===== config.mk =====
export PLATFORM = sky130hd
export DESIGN_NAME = count_event_gen
export DESIGN_NICKNAME = d
export VERILOG_FILES = /design/src/rtl/count_event_gen.sv
export SDC_FILE = /design/constraint.sdc
export NUM_CORES = 1
export LEC_CHECK = 0
export CAP_MARGIN = 20
export CORE_ASPECT_RATIO = 2
export CORE_MARGIN = 4
export CORE_UTILIZATION = 40
export DETAILED_ROUTE_END_ITERATION = 12
export PLACE_DENSITY = 0.69
export SLEW_MARGIN = 5
export SYNTH_ARGS = -nofsm -noshare
export SYNTH_HDL_FRONTEND = slang
export SYNTH_SLANG_ARGS = --single-unit

===== constraint.sdc =====
create_clock -name clk -period 1.7 [get_ports clk]
set_input_delay 0.34 -clock clk [delete_from_list [all_inputs] [get_ports clk]]
set_output_delay 0.34 -clock clk [all_outputs]
set_load 0.005 [all_outputs]

===== src/rtl/count_event_gen.sv =====
// Event detector for an upstream modulo counter: wrap, compare-match and an
// arm/ack notifier with overrun tracking. All outputs come straight from flops.
//
// state   | meaning
// --------+-----------------------------------------------------------
// IDLE    | notifier disabled; matches still pulse but are not latched
// ARMED   | waiting for the next qualified match
// PENDING | match latched, irq raised until ack
module count_event_gen #(
    parameter int MAX_COUNT  = 100,
    parameter int BIT_WIDTH  = $clog2(MAX_COUNT),
    parameter int WRAP_WIDTH = 8,
    parameter bit ONE_SHOT   = 1'b0
) (
    input  logic                  clk,
    input  logic                  rst,
    input  logic [BIT_WIDTH-1:0]  count,
    input  logic                  cmpLoad,
    input  logic [BIT_WIDTH-1:0]  cmpIn,
    input  logic                  arm,
    input  logic                  ack,
    output logic                  matchPulse,
    output logic                  wrapPulse,
    output logic [WRAP_WIDTH-1:0] wrapCnt,
    output logic                  irq,
    output logic                  overrun,
    output logic                  armed
);

    typedef enum logic [1:0] {
        IDLE    = 2'd0,
        ARMED   = 2'd1,
        PENDING = 2'd2
    } state_t;

    localparam logic [BIT_WIDTH-1:0] CMP_RESET = BIT_WIDTH'(MAX_COUNT - 1);

    state_t                state_q, state_d;
    logic [BIT_WIDTH-1:0]  prev_count_q, prev_count_d;
    logic                  prev_valid_q, prev_valid_d;
    logic [BIT_WIDTH-1:0]  cmp_q, cmp_d;
    logic [WRAP_WIDTH-1:0] wrap_cnt_q, wrap_cnt_d;
    logic                  match_pulse_q, match_pulse_d;
    logic                  wrap_pulse_q, wrap_pulse_d;
    logic                  irq_q, irq_d;
    logic                  overrun_q, overrun_d;
    logic                  armed_q, armed_d;

    logic wrap_det;
    logic match_det;

    always_comb begin
        wrap_det  = prev_valid_q && (count < prev_count_q);
        // A counter parked on the compare value must only match once.
        match_det = (count == cmp_q) && (!prev_valid_q || (count != prev_count_q));
    end

    always_comb begin
        prev_count_d  = count;
        prev_valid_d  = 1'b1;
        cmp_d         = cmpLoad ? cmpIn : cmp_q;
        match_pulse_d = match_det;
        wrap_pulse_d  = wrap_det;
        wrap_cnt_d    = wrap_cnt_q;
        if (wrap_det && (wrap_cnt_q != {WRAP_WIDTH{1'b1}})) begin
            wrap_cnt_d = wrap_cnt_q + 1'b1;
        end
    end

    always_comb begin
        state_d   = state_q;
        overrun_d = overrun_q;
        case (state_q)
            IDLE: begin
                if (arm) begin
                    state_d = ARMED;
                end
            end
            ARMED: begin
                if (match_det) begin
                    state_d = PENDING;
                end
            end
            PENDING: begin
                if (ack) begin
                    overrun_d = 1'b0;
                    if (ONE_SHOT) begin
                        state_d = IDLE;
                    end else if (match_det) begin
                        state_d = PENDING;
                    end else begin
                        state_d = ARMED;
                    end
                end else if (match_det) begin
                    overrun_d = 1'b1;
                end
            end
            default: begin
                state_d   = IDLE;
                overrun_d = 1'b0;
            end
        endcase
        irq_d   = (state_d == PENDING);
        armed_d = (state_d == ARMED);
    end

    always_ff @(posedge clk) begin
        if (rst) begin
            state_q       <= IDLE;
            prev_count_q  <= '0;
            prev_valid_q  <= 1'b0;
            cmp_q         <= CMP_RESET;
            wrap_cnt_q    <= '0;
            match_pulse_q <= 1'b0;
            wrap_pulse_q  <= 1'b0;
            irq_q         <= 1'b0;
            overrun_q     <= 1'b0;
            armed_q       <= 1'b0;
        end else begin
            state_q       <= state_d;
            prev_count_q  <= prev_count_d;
            prev_valid_q  <= prev_valid_d;
            cmp_q         <= cmp_d;
            wrap_cnt_q    <= wrap_cnt_d;
            match_pulse_q <= match_pulse_d;
            wrap_pulse_q  <= wrap_pulse_d;
            irq_q         <= irq_d;
            overrun_q     <= overrun_d;
            armed_q       <= armed_d;
        end
    end

    assign matchPulse = match_pulse_q;
    assign wrapPulse  = wrap_pulse_q;
    assign wrapCnt    = wrap_cnt_q;
    assign irq        = irq_q;
    assign overrun    = overrun_q;
    assign armed      = armed_q;

endmodule


* Word level (Yosys, flattened, before mapping) *
Index checks and enable logic that the tools add are counted.
W data, S select, Z words.

operators by class
  add/subtract/negate cells = 1
  order comparisons = 1
  equality and inequality tests = 8
  muxes and demuxes = 9
  bitwise logic cells = 1
  reduce and logical (&&, ||, !) cells = 8

operators by type and width
  kind                   count
  $add A8 B1 Y8 const B  1
  $mux W2                4
  $ne A8 B8 Y1 const B   1
  $eq A7 B7 Y1           1
  $lt A7 B7 Y1           1
  $ne A7 B7 Y1           1
  $pmux W2 S3            1
  $eq A2 B1 Y1 const B   2
  $eq A2 B2 Y1 const B   2
  $logic_and A1 B1 Y1    3
  $mux W1                3
  $ne A3 B3 Y1 const B   1
  $logic_not A2 Y1       1
  $pmux W1 S2            1
  $reduce_and A2 Y1      1
  $reduce_or A2 Y1       1
  $logic_not A1 Y1       1
  $logic_or A1 B1 Y1     1
  $not A1 Y1             1

storage, ports and cells
  register bits = 30
  bits of input ports = 19
  output and inout bits = 13
  logic and storage cells = 38

* Logic depth before layout (Yosys ltp) *
  depth after elaboration = 7
  gate-level depth with buffers = 8

* Least setup slack after synthesis *
No wires, ideal clock.

  path type = input-to-reg
  start point = input port count[4]
  end point = register wrap_cnt_q[3] (netlist: wrapCnt[3])
  setup time = 0.071 ns
  arrival = 1.743 ns
  required time = 1.629 ns
  slack = -0.113 ns
  stages = 7
  buffers on the path = 1
  cells stage by stage = ha_1 a21oi_2 o2111ai_2 o21bai_4 buf_6 or4_1 a21oi_1

on the way
  word-level cells in the longest chain between the ends = 3

RTL lines
  element               RTL line  text
  from (decl)           17        input logic [BIT_WIDTH-1:0] count,
  $lt A7 B7 Y1          53        wrap_det = prev_valid_q && (count < prev_count_q);
  $logic_and A1 B1 Y1   53
  $logic_and A1 B1 Y1   65        if (wrap_det && (wrap_cnt_q != {WRAP_WIDTH{1'b1}})) begin
  to (signal assigned)  124       wrap_cnt_q <= wrap_cnt_d;
  to (decl)             42        logic [WRAP_WIDTH-1:0] wrap_cnt_q, wrap_cnt_d;

No other way between the ends.
A chain may end at the register's enable or synchronous reset.

* Worst setup path after layout *
  start point = register prev_count_q[4]
  end point = register wrap_cnt_q[4] (netlist: wrapCnt[4])

on the way
  word-level cells in the longest chain between the ends = 3

RTL lines
  element                 RTL line  text
  from (decl)             39        logic [BIT_WIDTH-1:0] prev_count_q, prev_count_d;
  from (signal assigned)  121       prev_count_q <= prev_count_d;
  $lt A7 B7 Y1            53
  $logic_and A1 B1 Y1     53
  $logic_and A1 B1 Y1     65

No other way between the ends.

==> results list <==
- Number of cells traversed by the worst register-to-register path: 7
- The worst register-to-register path ends at wrapCnt[4]$_SDFFE_PP0P_.
- Of the cells placed in the final design, the portion with a size suffix greater than 1 is 0.287.
- Area share of the leading cell type in the synthesized netlist: 0.436
* Vias: 1255
- Antenna Cells: 0
- Synthesis handed over a netlist of 147 instances.
- Vias per cell: approximately 5.4
* Via count of the first global-routing pass: 1288
- Launching element of the worst setup path: prev_count_q[4]$_SDFF_PP0_
* Synth Net Count: 174
- The final reports fail on setup timing.
- Measured on the finished design, the core utilization comes to 0.664.
* Root cell of the clock tree: sky130_fd_sc_hd__clkbuf_8
- The finished layout holds 233 standard cells, fillers aside.
* DPL Wire Length: between 2 and 2.5 mm
- For the final database, setup skew stands at between 6 and 7 ps.
- P per Cell Area: around 740 mW/mm2
- Arrival time reported for the critical path endpoint: 1990 ps
* Cell depth of the worst min-delay path: 3
- STA puts the critical path data required time at 1910 ps.
- Clock tree from TritonCTS: yes
- The worst setup path is launched from a flop.
- The H-tree generated during clock tree synthesis spans 2 levels.
- Number of distinct standard cells referenced by the synthesized netlist: 32
* Clock latency reported for the late side of the worst-skew pair: approximately 280 ps
- Flop2flop setup slack: -70 ps
* Clock Sink Count: 30
* Detailed router's first-iteration violation count: 17
- Worst Hold End: prev_count_q[0]$_SDFF_PP0_
* Floorplan die area: around 0.0045 mm2
* Synth top cells by count: sky130_fd_sc_hd__dfxtp_1 (30), sky130_fd_sc_hd__inv_1 (12), sky130_fd_sc_hd__nand2_1 (11), sky130_fd_sc_hd__nor2_1 (9)
- Measured along the y axis, the die boundary spans 91.0 um.
- In this run the cell area measured after placement is ~0.0018 mm2.
* Count of endpoints failing hold in the final timing report: 0
- Maximum number of pins on one net before global-route repair: 12
* Hold Startpoint: count[0]
- Summing every instance area after synthesis gives 0.00138 mm2.
* Worst setup path class: reg -> reg
- Row generation in the floorplan step produced 29 rows.
* IO Count: 32
- For this configuration, the core starts out at a cell density of 0.427.
- Primary flip-flop cell chosen by synthesis mapping: sky130_fd_sc_hd__dfxtp_1
- Endpoint kind of the worst setup timing path: flop
- Clock-pin slew was measured on the worst setup and hold paths at 60 ps.
- Final Max Slew Viols: 0
- For this run, the total global-route usage over all layers was measured as 0.160.
* Worst min path class: in -> reg
- Antenna violations before repair: 0
* Leading post-synthesis cells by cell area: sky130_fd_sc_hd__dfxtp_1 (44%), sky130_fd_sc_hd__ha_1 (7.3%), sky130_fd_sc_hd__mux2i_1 (5.8%)
- Counting the fill cells in the layout gives roughly 240.
- Hold timing on the final database bottoms out at a slack of 449 ps.
* Cell count after placement: 217
* Drt first pass iters: 7
* Count of buffers from port buffering: 31
* Number of synthesized flops with an enable pin: 0
- Clock Tree Buf Depth: 2
* Final non-filler cell area: 0.00215 mm2
- Relative slew margins: 0.641
* Antenna viol nets, final: 0
- Share of the yosys chip area belonging to registers: 0.436
- Count of warnings emitted by yosys: 0
* Residual overflow from global routing: 0
- Leakage: 0.829 nW
* Library cell occupying the most area in the post-synthesis netlist: sky130_fd_sc_hd__dfxtp_1
* Peak Freq: 0.564 GHz
- Crit-path max FO: 5
* Weighted congestion at the end of routability-driven global placement: 0.789
- Dividing the detail-routed wire length by the instance count gives between 10 and 15 um.
- A synthesized cell averages 9.37 um2.
- Tightest Pin Transition: between 500 and 600 ps
- The routed design has 3.36 mm of wire.
- Top-count cell post-synth: sky130_fd_sc_hd__dfxtp_1
- The first global-routing pass estimated 5.62 mm of wire.
- At the end of the flow, the number of nets in the layout was 229.
- Number of remaining DRC errors: 0
* Die span in x: 49.5 um
* Fraction of registers with async set/reset: 0
* Synthesized flop and latch total: 30
- Final setup fails: 4
- The number of clock buffers added by TritonCTS is 5.
- Worst Setup Slack post-DPL: -675 ps
- Share of the cycle needed by the critical path after routing: 1.04
- Startpoint of the most critical register-to-register path: prev_count_q[4]$_SDFF_PP0_
- Setup repair after global routing could not meet its margin everywhere.
* Max VDD drop: 0.503 mV
- The run finished, with violations left.
* Core region area: 0.00323 mm2
- Min cycle time layout: 1770 ps
- Once routing completed, OpenROAD measured the worst setup slack at -71.9 ps.
* Area added between synthesis and finish: 55.8%
- Across the run, the number of max-cap violations was 0.
## state kept, by name, summed over array words and instances (netlist names)
name and flops:
overrun 1, matchPulse 1, wrapPulse 1, prev_count_q 7, state_q 2, cmp_q 7
prev_valid_q 1, wrapCnt 8, armed 1, irq 1
## critical path: stages (launching register included)
cell and delay, ps:
sky130_fd_sc_hd__dfxtp_2 320, sky130_fd_sc_hd__inv_2 40, sky130_fd_sc_hd__ha_4 220, sky130_fd_sc_hd__a21oi_4 140, sky130_fd_sc_hd__o2111ai_4 150, sky130_fd_sc_hd__o21bai_4 220
sky130_fd_sc_hd__or4_1 470, sky130_fd_sc_hd__a21oi_1 150
## what timing repair did
action,CTS,global route
endpoints found under the setup margin,14,12
pin swaps,25,9
hold buffers,0,0
gates cloned,2,0
gates resized for setup,24,21
buffers inserted,5,2
## per-layer routing
layer | wire length [um] | track usage | vias to the layer above | part of all wire
li1 | - | - | 629 | -
met1 | 1240 | 0.155 | 581 | 0.37
met2 | 1850 | 0.291 | 36 | 0.55
met3 | 180 | 0.0443 | 9 | 0.054
met4 | 85 | 0.0924 | 0 | 0.025
met5 | 0 | 0 | - | 0
## through the flow
| step | total power [mW] | TNS, ps |
|---|---|---|
| after global placement | 0.980 | -7220 |
| after floorplan | 0.881 | -95.1 |
| final | 1.58 | -181 |
| after detailed placement | 0.985 | -7540 |
| after global routing | 1.65 | -726 |
| after CTS | 1.56 | -512 |
## logic make-up after synthesis
group                      synth area share
and+or+nand+nor                       0.196
DFF                                   0.436
muxes                                0.0581
AOI/OAI and AO/OA                     0.137
buffers and inverters                0.0554
adders and majority gates            0.0727
xor gates and xnor gates             0.0445
## report_power, final
part	total (mW)	internal [mW]	switching, mW
Clock	0.537	0.281	0.256
Combinational	0.295	0.165	0.130
Sequential	0.751	0.732	0.0183
Total	1.58	1.18	0.404
## how the worst max path moves through the flow
stage / to / slack (ps) / cells after the start
2_1_floorplan: wrapCnt[3]$_SDFFE_PP0P_ / -50 / 7
3_3_place_gp: wrapCnt[0]$_SDFFE_PP0P_ / -610 / 8
3_5_place_dp: wrapCnt[0]$_SDFFE_PP0P_ / -680 / 8
4_1_cts: wrapCnt[5]$_SDFFE_PP0P_ / -110 / 7
5_1_grt: wrapCnt[4]$_SDFFE_PP0P_ / -160 / 7
6_report: wrapCnt[4]$_SDFFE_PP0P_ / -70 / 7
## cells in the final DEF (no fill, tap or decap), drive strengths merged, types with 7 or more instances in the layout
cell type and instances:
clkbuf 7, ha 8, dfxtp 30, a21oi 10, nand2 11, o31ai 7, buf 20, nor2b 7
nor2 9, mux2i 8, clkdlybuf4s50 24, inv 12
## final cells by class
cell class	instances	area, um2	area share
Multi-Input combinational cell	101	915	0.426
Sequential cell	30	603	0.281
Timing Repair Buffer	51	464	0.216
Clock buffer	7	76.3	0.0356
Inverter	13	48.8	0.0227
Tap cell	31	38.8	0.0181
No activity file was read; power rests on OpenSTA's default activity.
